===== src/rtl/exu_lsu_ctrl_if.sv =====
// Bundle of AGU command/response, long-pipe write-back and DTCM SRAM signals.
// Latency: none (wires only).
// Backpressure: carried by the valid/ready pairs inside the bundle.
interface exu_lsu_ctrl_if #(
    parameter int XLEN            = 32,
    parameter int DTCM_ADDR_WIDTH = 16,
    parameter int ITAG_WIDTH      = 1
);
    // AGU command
    logic                         agu_cmd_valid;
    logic                         agu_cmd_ready;
    logic [DTCM_ADDR_WIDTH-1:0]   agu_cmd_addr;
    logic                         agu_cmd_read;
    logic [1:0]                   agu_cmd_size;
    logic                         agu_cmd_usign;
    logic [ITAG_WIDTH-1:0]        agu_cmd_itag;
    logic [XLEN-1:0]              agu_cmd_wdata;
    logic [XLEN/8-1:0]            agu_cmd_wmask;
    // AGU response (stores)
    logic                         agu_rsp_valid;
    logic                         agu_rsp_ready;
    logic [XLEN-1:0]              agu_rsp_rdata;
    // Long-pipe write-back (loads)
    logic                         lsu_wbck_i_valid;
    logic                         lsu_wbck_i_ready;
    logic [XLEN-1:0]              lsu_wbck_i_data;
    logic [ITAG_WIDTH-1:0]        lsu_wbck_i_itag;
    logic                         lsu_wbck_i_err;
    // DTCM SRAM
    logic                         dtcm_cs;
    logic                         dtcm_we;
    logic [DTCM_ADDR_WIDTH-3:0]   dtcm_addr;
    logic [XLEN/8-1:0]            dtcm_wem;
    logic [XLEN-1:0]              dtcm_din;
    logic [XLEN-1:0]              dtcm_dout;

    // Environment side: issues commands, consumes responses, models the SRAM
    modport master (
        output agu_cmd_valid, agu_cmd_addr, agu_cmd_read, agu_cmd_size,
               agu_cmd_usign, agu_cmd_itag, agu_cmd_wdata, agu_cmd_wmask,
               agu_rsp_ready, lsu_wbck_i_ready, dtcm_dout,
        input  agu_cmd_ready, agu_rsp_valid, agu_rsp_rdata,
               lsu_wbck_i_valid, lsu_wbck_i_data, lsu_wbck_i_itag, lsu_wbck_i_err,
               dtcm_cs, dtcm_we, dtcm_addr, dtcm_wem, dtcm_din
    );

    // LSU side
    modport slave (
        input  agu_cmd_valid, agu_cmd_addr, agu_cmd_read, agu_cmd_size,
               agu_cmd_usign, agu_cmd_itag, agu_cmd_wdata, agu_cmd_wmask,
               agu_rsp_ready, lsu_wbck_i_ready, dtcm_dout,
        output agu_cmd_ready, agu_rsp_valid, agu_rsp_rdata,
               lsu_wbck_i_valid, lsu_wbck_i_data, lsu_wbck_i_itag, lsu_wbck_i_err,
               dtcm_cs, dtcm_we, dtcm_addr, dtcm_wem, dtcm_din
    );
endinterface


===== src/rtl/exu_lsu_ctrl.sv =====
// Load/store control: one DTCM access per AGU command, in-order responses to wbck (loads) or agu_rsp (stores).
// Latency: 2 cycles from command accept to response valid when the consumer is not stalling.
// Backpressure: agu_cmd_ready low once queued + in-flight responses fill RSP_DEPTH; heads hold until popped.
module exu_lsu_ctrl #(
    parameter int XLEN            = 32,
    parameter int DTCM_ADDR_WIDTH = 16,
    parameter int ITAG_WIDTH      = 1,
    parameter int RSP_DEPTH       = 2
) (
    input  logic           clk,
    input  logic           rst,
    exu_lsu_ctrl_if.slave  bus
);
    localparam int LANES = XLEN / 8;
    localparam int PTR_W = (RSP_DEPTH > 1) ? $clog2(RSP_DEPTH) : 1;
    localparam int CNT_W = $clog2(RSP_DEPTH + 1);

    typedef struct packed {
        logic                  read;
        logic [XLEN-1:0]       data;
        logic [ITAG_WIDTH-1:0] itag;
        logic                  err;
    } rsp_t;

    // Byte mask is rebuilt from size/offset, so the incoming mask is ignored
    logic unused_wmask;
    assign unused_wmask = ^bus.agu_cmd_wmask;

    logic [1:0]       cmd_off;
    logic             misalign;
    logic             cmd_hsk;
    logic [CNT_W-1:0] count;
    logic             inflight;
    logic [CNT_W:0]   occupancy;

    assign cmd_off   = bus.agu_cmd_addr[1:0];
    assign occupancy = {1'b0, count} + {{CNT_W{1'b0}}, inflight};

    // Accept only while every accepted command is guaranteed a FIFO slot
    assign bus.agu_cmd_ready = !rst && (occupancy < (CNT_W+1)'(RSP_DEPTH));
    assign cmd_hsk           = bus.agu_cmd_valid && bus.agu_cmd_ready;

    // Flag accesses that must not reach the SRAM
    always_comb begin
        misalign = 1'b0;
        case (bus.agu_cmd_size)
            2'b00:   misalign = 1'b0;
            2'b01:   misalign = cmd_off[0];
            2'b10:   misalign = (cmd_off != 2'b00);
            default: misalign = 1'b1;
        endcase
    end

    // SRAM request in the accept cycle, store lanes replicated across the word
    logic [LANES-1:0] store_wem;
    logic [XLEN-1:0]  store_din;
    always_comb begin
        store_wem = '0;
        store_din = bus.agu_cmd_wdata;
        case (bus.agu_cmd_size)
            2'b00: begin
                store_wem = LANES'(1) << cmd_off;
                store_din = {LANES{bus.agu_cmd_wdata[7:0]}};
            end
            2'b01: begin
                store_wem = LANES'(3) << cmd_off;
                store_din = {(LANES/2){bus.agu_cmd_wdata[15:0]}};
            end
            2'b10: begin
                store_wem = '1;
                store_din = bus.agu_cmd_wdata;
            end
            default: store_wem = '0;
        endcase
    end

    assign bus.dtcm_cs   = cmd_hsk && !misalign;
    assign bus.dtcm_we   = bus.dtcm_cs && !bus.agu_cmd_read;
    assign bus.dtcm_addr = bus.agu_cmd_addr[DTCM_ADDR_WIDTH-1:2];
    assign bus.dtcm_wem  = bus.dtcm_we ? store_wem : '0;
    assign bus.dtcm_din  = store_din;

    // In-flight slot: command attributes needed while SRAM data returns
    logic                  if_read;
    logic [1:0]            if_size;
    logic                  if_usign;
    logic [1:0]            if_off;
    logic [ITAG_WIDTH-1:0] if_itag;
    logic                  if_err;
    always_ff @(posedge clk or posedge rst) begin
        if (rst) begin
            inflight <= 1'b0;
            if_read  <= 1'b0;
            if_size  <= 2'b00;
            if_usign <= 1'b0;
            if_off   <= 2'b00;
            if_itag  <= '0;
            if_err   <= 1'b0;
        end else begin
            inflight <= cmd_hsk;
            if (cmd_hsk) begin
                if_read  <= bus.agu_cmd_read;
                if_size  <= bus.agu_cmd_size;
                if_usign <= bus.agu_cmd_usign;
                if_off   <= cmd_off;
                if_itag  <= bus.agu_cmd_itag;
                if_err   <= misalign;
            end
        end
    end

    // Align the addressed lane to bit 0 and extend it to XLEN
    logic [XLEN-1:0] lane;
    logic [XLEN-1:0] ld_data;
    rsp_t            push_entry;
    always_comb begin
        lane    = bus.dtcm_dout >> {if_off, 3'b000};
        ld_data = lane;
        case (if_size)
            2'b00:   ld_data = {{(XLEN-8){~if_usign & lane[7]}}, lane[7:0]};
            2'b01:   ld_data = {{(XLEN-16){~if_usign & lane[15]}}, lane[15:0]};
            default: ld_data = lane;
        endcase
        push_entry.read = if_read;
        push_entry.data = (if_read && !if_err) ? ld_data : '0;
        push_entry.itag = if_itag;
        push_entry.err  = if_err;
    end

    // Response FIFO storage; occupancy is tracked separately so data needs no reset
    rsp_t             fifo_mem [RSP_DEPTH];
    logic [PTR_W-1:0] wptr;
    logic [PTR_W-1:0] rptr;
    rsp_t             head;
    logic             head_vld;
    logic             pop;

    assign head     = fifo_mem[rptr];
    assign head_vld = (count != '0);
    assign pop      = head_vld && (head.read ? bus.lsu_wbck_i_ready : bus.agu_rsp_ready);

    function automatic logic [PTR_W-1:0] next_ptr(input logic [PTR_W-1:0] p);
        return (p == PTR_W'(RSP_DEPTH - 1)) ? '0 : p + 1'b1;
    endfunction

    // Write the formatted in-flight entry at the end of its SRAM return cycle
    always_ff @(posedge clk) begin
        if (inflight) begin
            fifo_mem[wptr] <= push_entry;
        end
    end

    // Pointer and occupancy bookkeeping; push and pop may coincide
    always_ff @(posedge clk or posedge rst) begin
        if (rst) begin
            wptr  <= '0;
            rptr  <= '0;
            count <= '0;
        end else begin
            if (inflight) wptr <= next_ptr(wptr);
            if (pop)      rptr <= next_ptr(rptr);
            case ({inflight, pop})
                2'b10:   count <= count + 1'b1;
                2'b01:   count <= count - 1'b1;
                default: count <= count;
            endcase
        end
    end

    assign bus.lsu_wbck_i_valid = head_vld && head.read;
    assign bus.lsu_wbck_i_data  = head.data;
    assign bus.lsu_wbck_i_itag  = head.itag;
    assign bus.lsu_wbck_i_err   = head.err;
    assign bus.agu_rsp_valid    = head_vld && !head.read;
    assign bus.agu_rsp_rdata    = '0;
endmodule

===== src/flat_wrapper.sv =====
// flat-port wrapper written by rule: the top's interface ports become plain ports
module exu_lsu_ctrl_flat 
#(
    parameter int XLEN            = 32,
    parameter int DTCM_ADDR_WIDTH = 16,
    parameter int ITAG_WIDTH      = 1,
    parameter int RSP_DEPTH       = 2
)
  (clk, rst, bus_agu_cmd_valid, bus_agu_cmd_addr, bus_agu_cmd_read, bus_agu_cmd_size, bus_agu_cmd_usign, bus_agu_cmd_itag, bus_agu_cmd_wdata, bus_agu_cmd_wmask, bus_agu_rsp_ready, bus_lsu_wbck_i_ready, bus_dtcm_dout, bus_agu_cmd_ready, bus_agu_rsp_valid, bus_agu_rsp_rdata, bus_lsu_wbck_i_valid, bus_lsu_wbck_i_data, bus_lsu_wbck_i_itag, bus_lsu_wbck_i_err, bus_dtcm_cs, bus_dtcm_we, bus_dtcm_addr, bus_dtcm_wem, bus_dtcm_din);
  exu_lsu_ctrl_if #(.XLEN(XLEN), .DTCM_ADDR_WIDTH(DTCM_ADDR_WIDTH), .ITAG_WIDTH(ITAG_WIDTH)) bus_i ();
  input  logic clk;
  input  logic rst;
  input wire logic [$bits(bus_i.agu_cmd_valid)-1:0] bus_agu_cmd_valid;
  input wire logic [$bits(bus_i.agu_cmd_addr)-1:0] bus_agu_cmd_addr;
  input wire logic [$bits(bus_i.agu_cmd_read)-1:0] bus_agu_cmd_read;
  input wire logic [$bits(bus_i.agu_cmd_size)-1:0] bus_agu_cmd_size;
  input wire logic [$bits(bus_i.agu_cmd_usign)-1:0] bus_agu_cmd_usign;
  input wire logic [$bits(bus_i.agu_cmd_itag)-1:0] bus_agu_cmd_itag;
  input wire logic [$bits(bus_i.agu_cmd_wdata)-1:0] bus_agu_cmd_wdata;
  input wire logic [$bits(bus_i.agu_cmd_wmask)-1:0] bus_agu_cmd_wmask;
  input wire logic [$bits(bus_i.agu_rsp_ready)-1:0] bus_agu_rsp_ready;
  input wire logic [$bits(bus_i.lsu_wbck_i_ready)-1:0] bus_lsu_wbck_i_ready;
  input wire logic [$bits(bus_i.dtcm_dout)-1:0] bus_dtcm_dout;
  output wire logic [$bits(bus_i.agu_cmd_ready)-1:0] bus_agu_cmd_ready;
  output wire logic [$bits(bus_i.agu_rsp_valid)-1:0] bus_agu_rsp_valid;
  output wire logic [$bits(bus_i.agu_rsp_rdata)-1:0] bus_agu_rsp_rdata;
  output wire logic [$bits(bus_i.lsu_wbck_i_valid)-1:0] bus_lsu_wbck_i_valid;
  output wire logic [$bits(bus_i.lsu_wbck_i_data)-1:0] bus_lsu_wbck_i_data;
  output wire logic [$bits(bus_i.lsu_wbck_i_itag)-1:0] bus_lsu_wbck_i_itag;
  output wire logic [$bits(bus_i.lsu_wbck_i_err)-1:0] bus_lsu_wbck_i_err;
  output wire logic [$bits(bus_i.dtcm_cs)-1:0] bus_dtcm_cs;
  output wire logic [$bits(bus_i.dtcm_we)-1:0] bus_dtcm_we;
  output wire logic [$bits(bus_i.dtcm_addr)-1:0] bus_dtcm_addr;
  output wire logic [$bits(bus_i.dtcm_wem)-1:0] bus_dtcm_wem;
  output wire logic [$bits(bus_i.dtcm_din)-1:0] bus_dtcm_din;
  assign bus_i.agu_cmd_valid = bus_agu_cmd_valid;
  assign bus_i.agu_cmd_addr = bus_agu_cmd_addr;
  assign bus_i.agu_cmd_read = bus_agu_cmd_read;
  assign bus_i.agu_cmd_size = bus_agu_cmd_size;
  assign bus_i.agu_cmd_usign = bus_agu_cmd_usign;
  assign bus_i.agu_cmd_itag = bus_agu_cmd_itag;
  assign bus_i.agu_cmd_wdata = bus_agu_cmd_wdata;
  assign bus_i.agu_cmd_wmask = bus_agu_cmd_wmask;
  assign bus_i.agu_rsp_ready = bus_agu_rsp_ready;
  assign bus_i.lsu_wbck_i_ready = bus_lsu_wbck_i_ready;
  assign bus_i.dtcm_dout = bus_dtcm_dout;
  assign bus_agu_cmd_ready = bus_i.agu_cmd_ready;
  assign bus_agu_rsp_valid = bus_i.agu_rsp_valid;
  assign bus_agu_rsp_rdata = bus_i.agu_rsp_rdata;
  assign bus_lsu_wbck_i_valid = bus_i.lsu_wbck_i_valid;
  assign bus_lsu_wbck_i_data = bus_i.lsu_wbck_i_data;
  assign bus_lsu_wbck_i_itag = bus_i.lsu_wbck_i_itag;
  assign bus_lsu_wbck_i_err = bus_i.lsu_wbck_i_err;
  assign bus_dtcm_cs = bus_i.dtcm_cs;
  assign bus_dtcm_we = bus_i.dtcm_we;
  assign bus_dtcm_addr = bus_i.dtcm_addr;
  assign bus_dtcm_wem = bus_i.dtcm_wem;
  assign bus_dtcm_din = bus_i.dtcm_din;
  exu_lsu_ctrl #(.XLEN(XLEN), .DTCM_ADDR_WIDTH(DTCM_ADDR_WIDTH), .ITAG_WIDTH(ITAG_WIDTH), .RSP_DEPTH(RSP_DEPTH)) u_core (.clk(clk), .rst(rst), .bus(bus_i));
endmodule

===== config.mk =====
export PLATFORM = sky130hd
export DESIGN_NAME = exu_lsu_ctrl_flat
export DESIGN_NICKNAME = d
export VERILOG_FILES = /design/src/rtl/exu_lsu_ctrl_if.sv /design/src/rtl/exu_lsu_ctrl.sv /design/src/flat_wrapper.sv
export SDC_FILE = /design/constraint.sdc
export NUM_CORES = 1
export LEC_CHECK = 0
export CAP_MARGIN = 25
export CORE_AREA = 2 2 95 142
export CTS_CLUSTER_SIZE = 16
export DETAILED_ROUTE_END_ITERATION = 10
export DIE_AREA = 0 0 97 144
export GPL_ROUTABILITY_DRIVEN = 1
export GPL_TIMING_DRIVEN = 0
export MAX_ROUTING_LAYER = met4
export PLACE_DENSITY = 0.83
export SYNTH_ARGS = -nofsm -noshare
export SYNTH_HDL_FRONTEND = slang
export SYNTH_SLANG_ARGS = --single-unit

===== constraint.sdc =====
create_clock -name clk -period 2.19 [get_ports clk]
set_input_delay 0.219 -clock clk [delete_from_list [all_inputs] [get_ports clk]]
set_output_delay 0.219 -clock clk [all_outputs]
set_load 0.05 [all_outputs]

# Yosys cells after proc, flatten, opt, wreduce, memory -nomap -nowiden
# Memories as Yosys holds them, arrays and structs flattened.
# Index checks and enable logic that the tools add are counted.
# totals
reg_bits	13
input_bits	94
ram_bits	70
n_memories	1
elab_cells	58
out_inout_bits	121
# op_classes
eq_ne	5
shift	3
magnitude_cmp	1
n_addsub	5
reduce_logical	18
bitwise_logic	3
muxes	12
# mem_list
memory	depth	width	rd	rd_clocked_by_memory_dff	wr	line	rtl
u_core.fifo_mem	2	35	1	0	1	exu_lsu_ctrl.sv:131	rsp_t fifo_mem [RSP_DEPTH];
# op_table
operator	n
32-bit case mux with 2 select lines	2
32-bit 2-to-1 mux	1
32-bit by 5-bit right shift with 32-bit output	1
4-bit case mux with 3 select lines	1
1-bit logical AND	8
2-bit by 1-bit equality test with 1-bit output (second input constant)	3
2-bit nonzero test	3
1-bit zero test	5
1-bit 2-to-1 mux	5
2-bit equality test (second input constant)	2
2-bit zero test	2
4-bit 2-to-1 mux	1
2-bit case mux with 2 select lines	1
1-bit by 2-bit left shift with 4-bit output (first input constant)	1
2-bit by 2-bit left shift with 4-bit output (first input constant)	1
2-bit by 1-bit adder with 3-bit output	1
3-bit by 2-bit < comparator with 1-bit output (second input constant)	1
1-bit case mux with 3 select lines	1
1-bit adder (second input constant)	2
2-bit by 1-bit adder with 2-bit output (second input constant)	1
1-bit AND	2
2-bit by 1-bit subtractor with 2-bit output (second input constant)	1
1-bit NOT	1

# Logic depth before layout (Yosys ltp)
# depth
depth_word	7
mapped_depth	8
mapped_depth_nobuf	7

# Least setup slack after synthesis
# Ideal clock, no wire load.
# synth_path
kind	register -> output
start	register u_core.count[0]
end	output bus_dtcm_wem[1]
path_buffers	0
required_ns	1.971
path_slack_ns	-0.741
path_stages_with_launch	5
arrival_ns	2.712
path_cell_list	dfrtp_1 -> a211oi_2 -> nand2_1 -> or2_4 -> nor3_1
# synth_via
elab_chain_cells	7
# synth_lines
element	line	rtl
start, declared	exu_lsu_ctrl.sv:32	logic [CNT_W-1:0] count;
start signal, assigned	exu_lsu_ctrl.sv:163	2'b10: count <= count + 1'b1;
start signal, assigned	exu_lsu_ctrl.sv:164	2'b01: count <= count - 1'b1;
start signal, assigned	exu_lsu_ctrl.sv:165	default: count <= count;
2-bit by 1-bit adder with 3-bit output	exu_lsu_ctrl.sv:37	assign occupancy = {1'b0, count} + {{CNT_W{1'b0}}, inflight};
3-bit by 2-bit < comparator with 1-bit output	exu_lsu_ctrl.sv:40	assign bus.agu_cmd_ready = !rst && (occupancy < (CNT_W+1)'(RSP_DEPTH));
1-bit logical AND	exu_lsu_ctrl.sv:40	
net bus_agu_cmd_ready	flat_wrapper.sv:24	output wire logic [$bits(bus_i.agu_cmd_ready)-1:0] bus_agu_cmd_ready;
1-bit logical AND	exu_lsu_ctrl.sv:41	assign cmd_hsk = bus.agu_cmd_valid && bus.agu_cmd_ready;
1-bit logical AND	exu_lsu_ctrl.sv:77	assign bus.dtcm_cs = cmd_hsk && !misalign;
1-bit logical AND	exu_lsu_ctrl.sv:78	assign bus.dtcm_we = bus.dtcm_cs && !bus.agu_cmd_read;
4-bit 2-to-1 mux	exu_lsu_ctrl.sv:80	assign bus.dtcm_wem = bus.dtcm_we ? store_wem : '0;
end, declared	flat_wrapper.sv:34	output wire logic [$bits(bus_i.dtcm_wem)-1:0] bus_dtcm_wem;
# The timed path passes the listed nets, and every way through them passes these cells.

# Worst setup path after layout
# layout_path
start	register u_core.rptr
end	output bus_lsu_wbck_i_data[19]
# layout_via
elab_chain_cells	1
# layout_lines
element	line	rtl
start, declared	exu_lsu_ctrl.sv:133	logic [PTR_W-1:0] rptr;
start signal, assigned	exu_lsu_ctrl.sv:161	if (pop) rptr <= next_ptr(rptr);
memory 2 x 35 bit	--	
end, declared	flat_wrapper.sv:28	output wire logic [$bits(bus_i.lsu_wbck_i_data)-1:0] bus_lsu_wbck_i_data;
# No other way between the ends.

==> impl_metrics.csv <==
group,metric,value,unit
logic_synthesis,synthArstFlopShare,0.157,
global_route,antenna_found_initial,0,
clocking,cts.clk_slew.worst_paths,0.06,ns
routing,drt_pass1_iterations,5,
clocking,cts_tree,"built",
routing,drt_iter0_drc,216,
setup_path,cp.arrival,1.89,ns
setup_path,cp_slowest_cell,"dlygate4sd2_1",
routing,met1_length,5040,um
sta,relSlewSlack,0.401,
global_route,track_usage,0.213,
routing,ant_nets,0,
clocking,holdBufCountCts,0,
hold_path,hold_class,"in2async",
setup_path,start_kind,"flip-flop",
logic_synthesis,yosysSeqAreaShare,0.511,
setup_path,required,1.97,ns
routing,vias,3760,
routing,avgRoutedWirePerCell,19.6,um
floorplanning,rows,51,
logic_synthesis,synthFlopType,"edfxtp_1",
sta,tightest_slew,0.898,ns
sta,fmax,474,MHz
logic_synthesis,synth_edf_count,70,
clocking,numCtsBuffers,9,
setup_path,cp_common_cell,"buf_4",
routing,drcViolationCount,0,
place,io_buffers,161,
logic_synthesis,syn_area_per_cell,12.3,um2
routing,viasPerCell,4.97,
sta,setup_viol,0,
setup_path,cp_cell_sequence,"buf_4 -> buf_4 -> mux2_2 -> dlygate4sd2_1",
global_route,grt-ovfl-total,0,
global_route,grt_pass1_wl,21800,um
clocking,clock_path_buffers,2,
floorplanning,fp.dieArea,14000,um2
floorplanning,coreArea,12800,um2
routing,routed.top_layer,"met4",
logic_synthesis,yosys_warnings,0,
setup_path,worst_r2r_endpoint,"u_core.fifo_mem[1][22]$_DFFE_PP_",
logic_synthesis,ys_ff_latch,83,
routing,wl_met3,1430,um
setup_path,cpPeakStageDelay,0.42,ns
setup_path,end_kind,"primary output",
sta,fin_skew,0.00652,ns
routing,wl_met2,7840,um
clocking,clock-sinks,83,
pwr,max-vdd-ir-drop,0.529,mV
finish,nets,687,
floorplanning,die_w,97,um
finish,drive_gt1_frac,0.318,
logic_synthesis,yosysUniqueCellTypes,38,
floorplanning,start_util,0.370,
setup_path,r2r_cells,3,
sta,timing.final.crit_share,0.963,
pwr,power.leakage,0.00289,uW
floorplanning,ios,215,
finish,area_delta_synth_final,47.0,%
setup_path,r2r_slack,0.11,ns
setup_path,r2r-start,"u_core.if_read$_DFFE_PP0N_",
setup_path,path_max_fanout,10,
finish,stdcell_count,756,
finish,fillers,1121,
setup_path,path_buf_inv,3,
place,dpl_worst_slack,-0.513,ns
sta,hold_violations,0,
sta,slew_viol_final,0,
run,drv_cap,0,
global_route,grt_pass1_vias,3891,
clocking,h-tree-depth,3,
finish,diodes,0,
clocking,insertion_delay,0.34,ns
logic_synthesis,synthCells,386,
floorplanning,die_height,144,um
routing,routed_wirelength,14800,um
setup_path,critical-path-top-delay-family,"buffers and inverters",
sta,finalWorstSetupSlack,0.0819,ns
global_route,grt_max_degree,36,
finish,final_util,0.544,
run_status,status,"finished clean",
sta,fin_crit,2.11,ns
place,dp.cells,738,
pwr,p_per_area,1150,nW/um2
logic_synthesis,netlist_area,4750,um2
setup_path,crit_type,"reg2out",
place,gp_congestion,0.900,
clocking,cts-root-buf,"clkbuf_16",
place,hpwl,11900,um
==> worst max path at each step <==
stage	startpoint	end	slack [ns]	cells past startpoint
global route	bus_agu_cmd_size[1]	bus_dtcm_din[26]	-0.0001	6
finish	u_core.rptr$_DFFE_PP0P_	bus_lsu_wbck_i_data[19]	0.08	4
global placement	rst	bus_dtcm_wem[0]	-0.51	6
detailed placement	rst	bus_dtcm_wem[0]	-0.51	6
floorplan	u_core.count[0]$_DFFE_PP0P_	bus_dtcm_wem[0]	-0.14	4
CTS	u_core.rptr$_DFFE_PP0P_	bus_lsu_wbck_i_data[3]	0.004	3
==> flip-flops by register name (all words and copies together) (netlist names) <==
| register | flops |
|---|---|
| u_core.count | 2 |
| u_core.fifo_mem | 70 |
| u_core.if_err | 1 |
| u_core.if_itag | 1 |
| u_core.if_off | 2 |
| u_core.if_read | 1 |
| u_core.if_size | 2 |
| u_core.if_usign | 1 |
| u_core.inflight | 1 |
| u_core.rptr | 1 |
| u_core.wptr | 1 |
==> cells in the mapped netlist, types with 9 or more instances <==
master     n  area share
nand2_1   17       0.013
a21oi_1    9      0.0095
nor2b_1   11       0.014
a211oi_1  14       0.022
edfxtp_1  70        0.44
buf_4     55       0.087
o21ai_0   35       0.037
nor2_1    11      0.0087
mux2_2    58        0.14
buf_2     15       0.016
mux2i_1   29       0.061
dfrtp_1   13       0.068
==> cell families after synthesis <==
kind of cell / count (synthesis) / synth area share
multiplexers: 89 / 0.205
flip-flops: 83 / 0.511
buffers and inverters: 80 / 0.114
AO/OA/AOI/OAI: 67 / 0.0911
AND/OR/NAND/NOR: 60 / 0.0667
XOR/XNOR: 5 / 0.00922
adder cells (fa/ha/maj): 1 / 0.00263
other: 1 / 0.000790
==> layout by cell type (no fill, tap or decap), types with 8 or more instances in the layout <==
cell type	instances
dlymetal6s2s_1	8
mux2_2	58
o21ai_0	35
buf_2	15
clkbuf_2	17
nor2_1	9
a21oi_1	9
nand2_1	16
dlygate4sd2_1	21
conb_1	32
mux2i_1	29
clkdlybuf4s50_1	104
dfrtp_1	12
buf_4	60
nor2b_1	11
and3_1	8
clkbuf_16	9
a211oi_1	14
edfxtp_1	70
==> per-layer routing <==
metal	vias up	global-route usage
met5	-	-
met4	0	0.0956
met3	28	0.0590
met2	231	0.380
met1	1766	0.220
li1	1735	-
==> where the power goes <==
| group | leakage [uW] | switching [uW] | internal (uW) |
|---|---|---|---|
| Clock | 0.000154 | 591 | 1000 |
| Combinational | 0.00193 | 2670 | 1430 |
| Sequential | 0.000806 | 180 | 2170 |
| Total | 0.00289 | 3440 | 4600 |
==> per-stage QoR <==
stage                     hold slack [ns]  instance area, um2  total power (uW)   TNS (ns)
final                               0.311                6980              8030          0
after global routing                0.364                6980              8350  -0.000150
after CTS                           0.321                7000              8060          0
after detailed placement            0.525                6730              6600      -4.09
after global placement              0.491                6700              6510      -8.18
after floorplan                    0.0960                4890              5270     -0.601
==> area by class of cell <==
class | instances | area, um2 | area share
inverters | 3 | 11.3 | 0.00161
clock buffers | 10 | 229 | 0.0328
multi-input cells | 254 | 1930 | 0.277
flip-flops and latches | 83 | 2430 | 0.348
well taps | 159 | 199 | 0.0285
clock inverters | 6 | 90.1 | 0.0129
repair buffers | 164 | 1550 | 0.222
plain buffers | 77 | 541 | 0.0774
==> repair_timing <==
item / 4_1_cts / 5_1_grt
endpoints found under the hold margin: 0 / 0
buffers inserted: 0 / 2
endpoints found under the setup margin: 54 / 30
pin swaps: 0 / 1
gates resized for setup: 86 / 51
(Power assumes the default switching activity.)
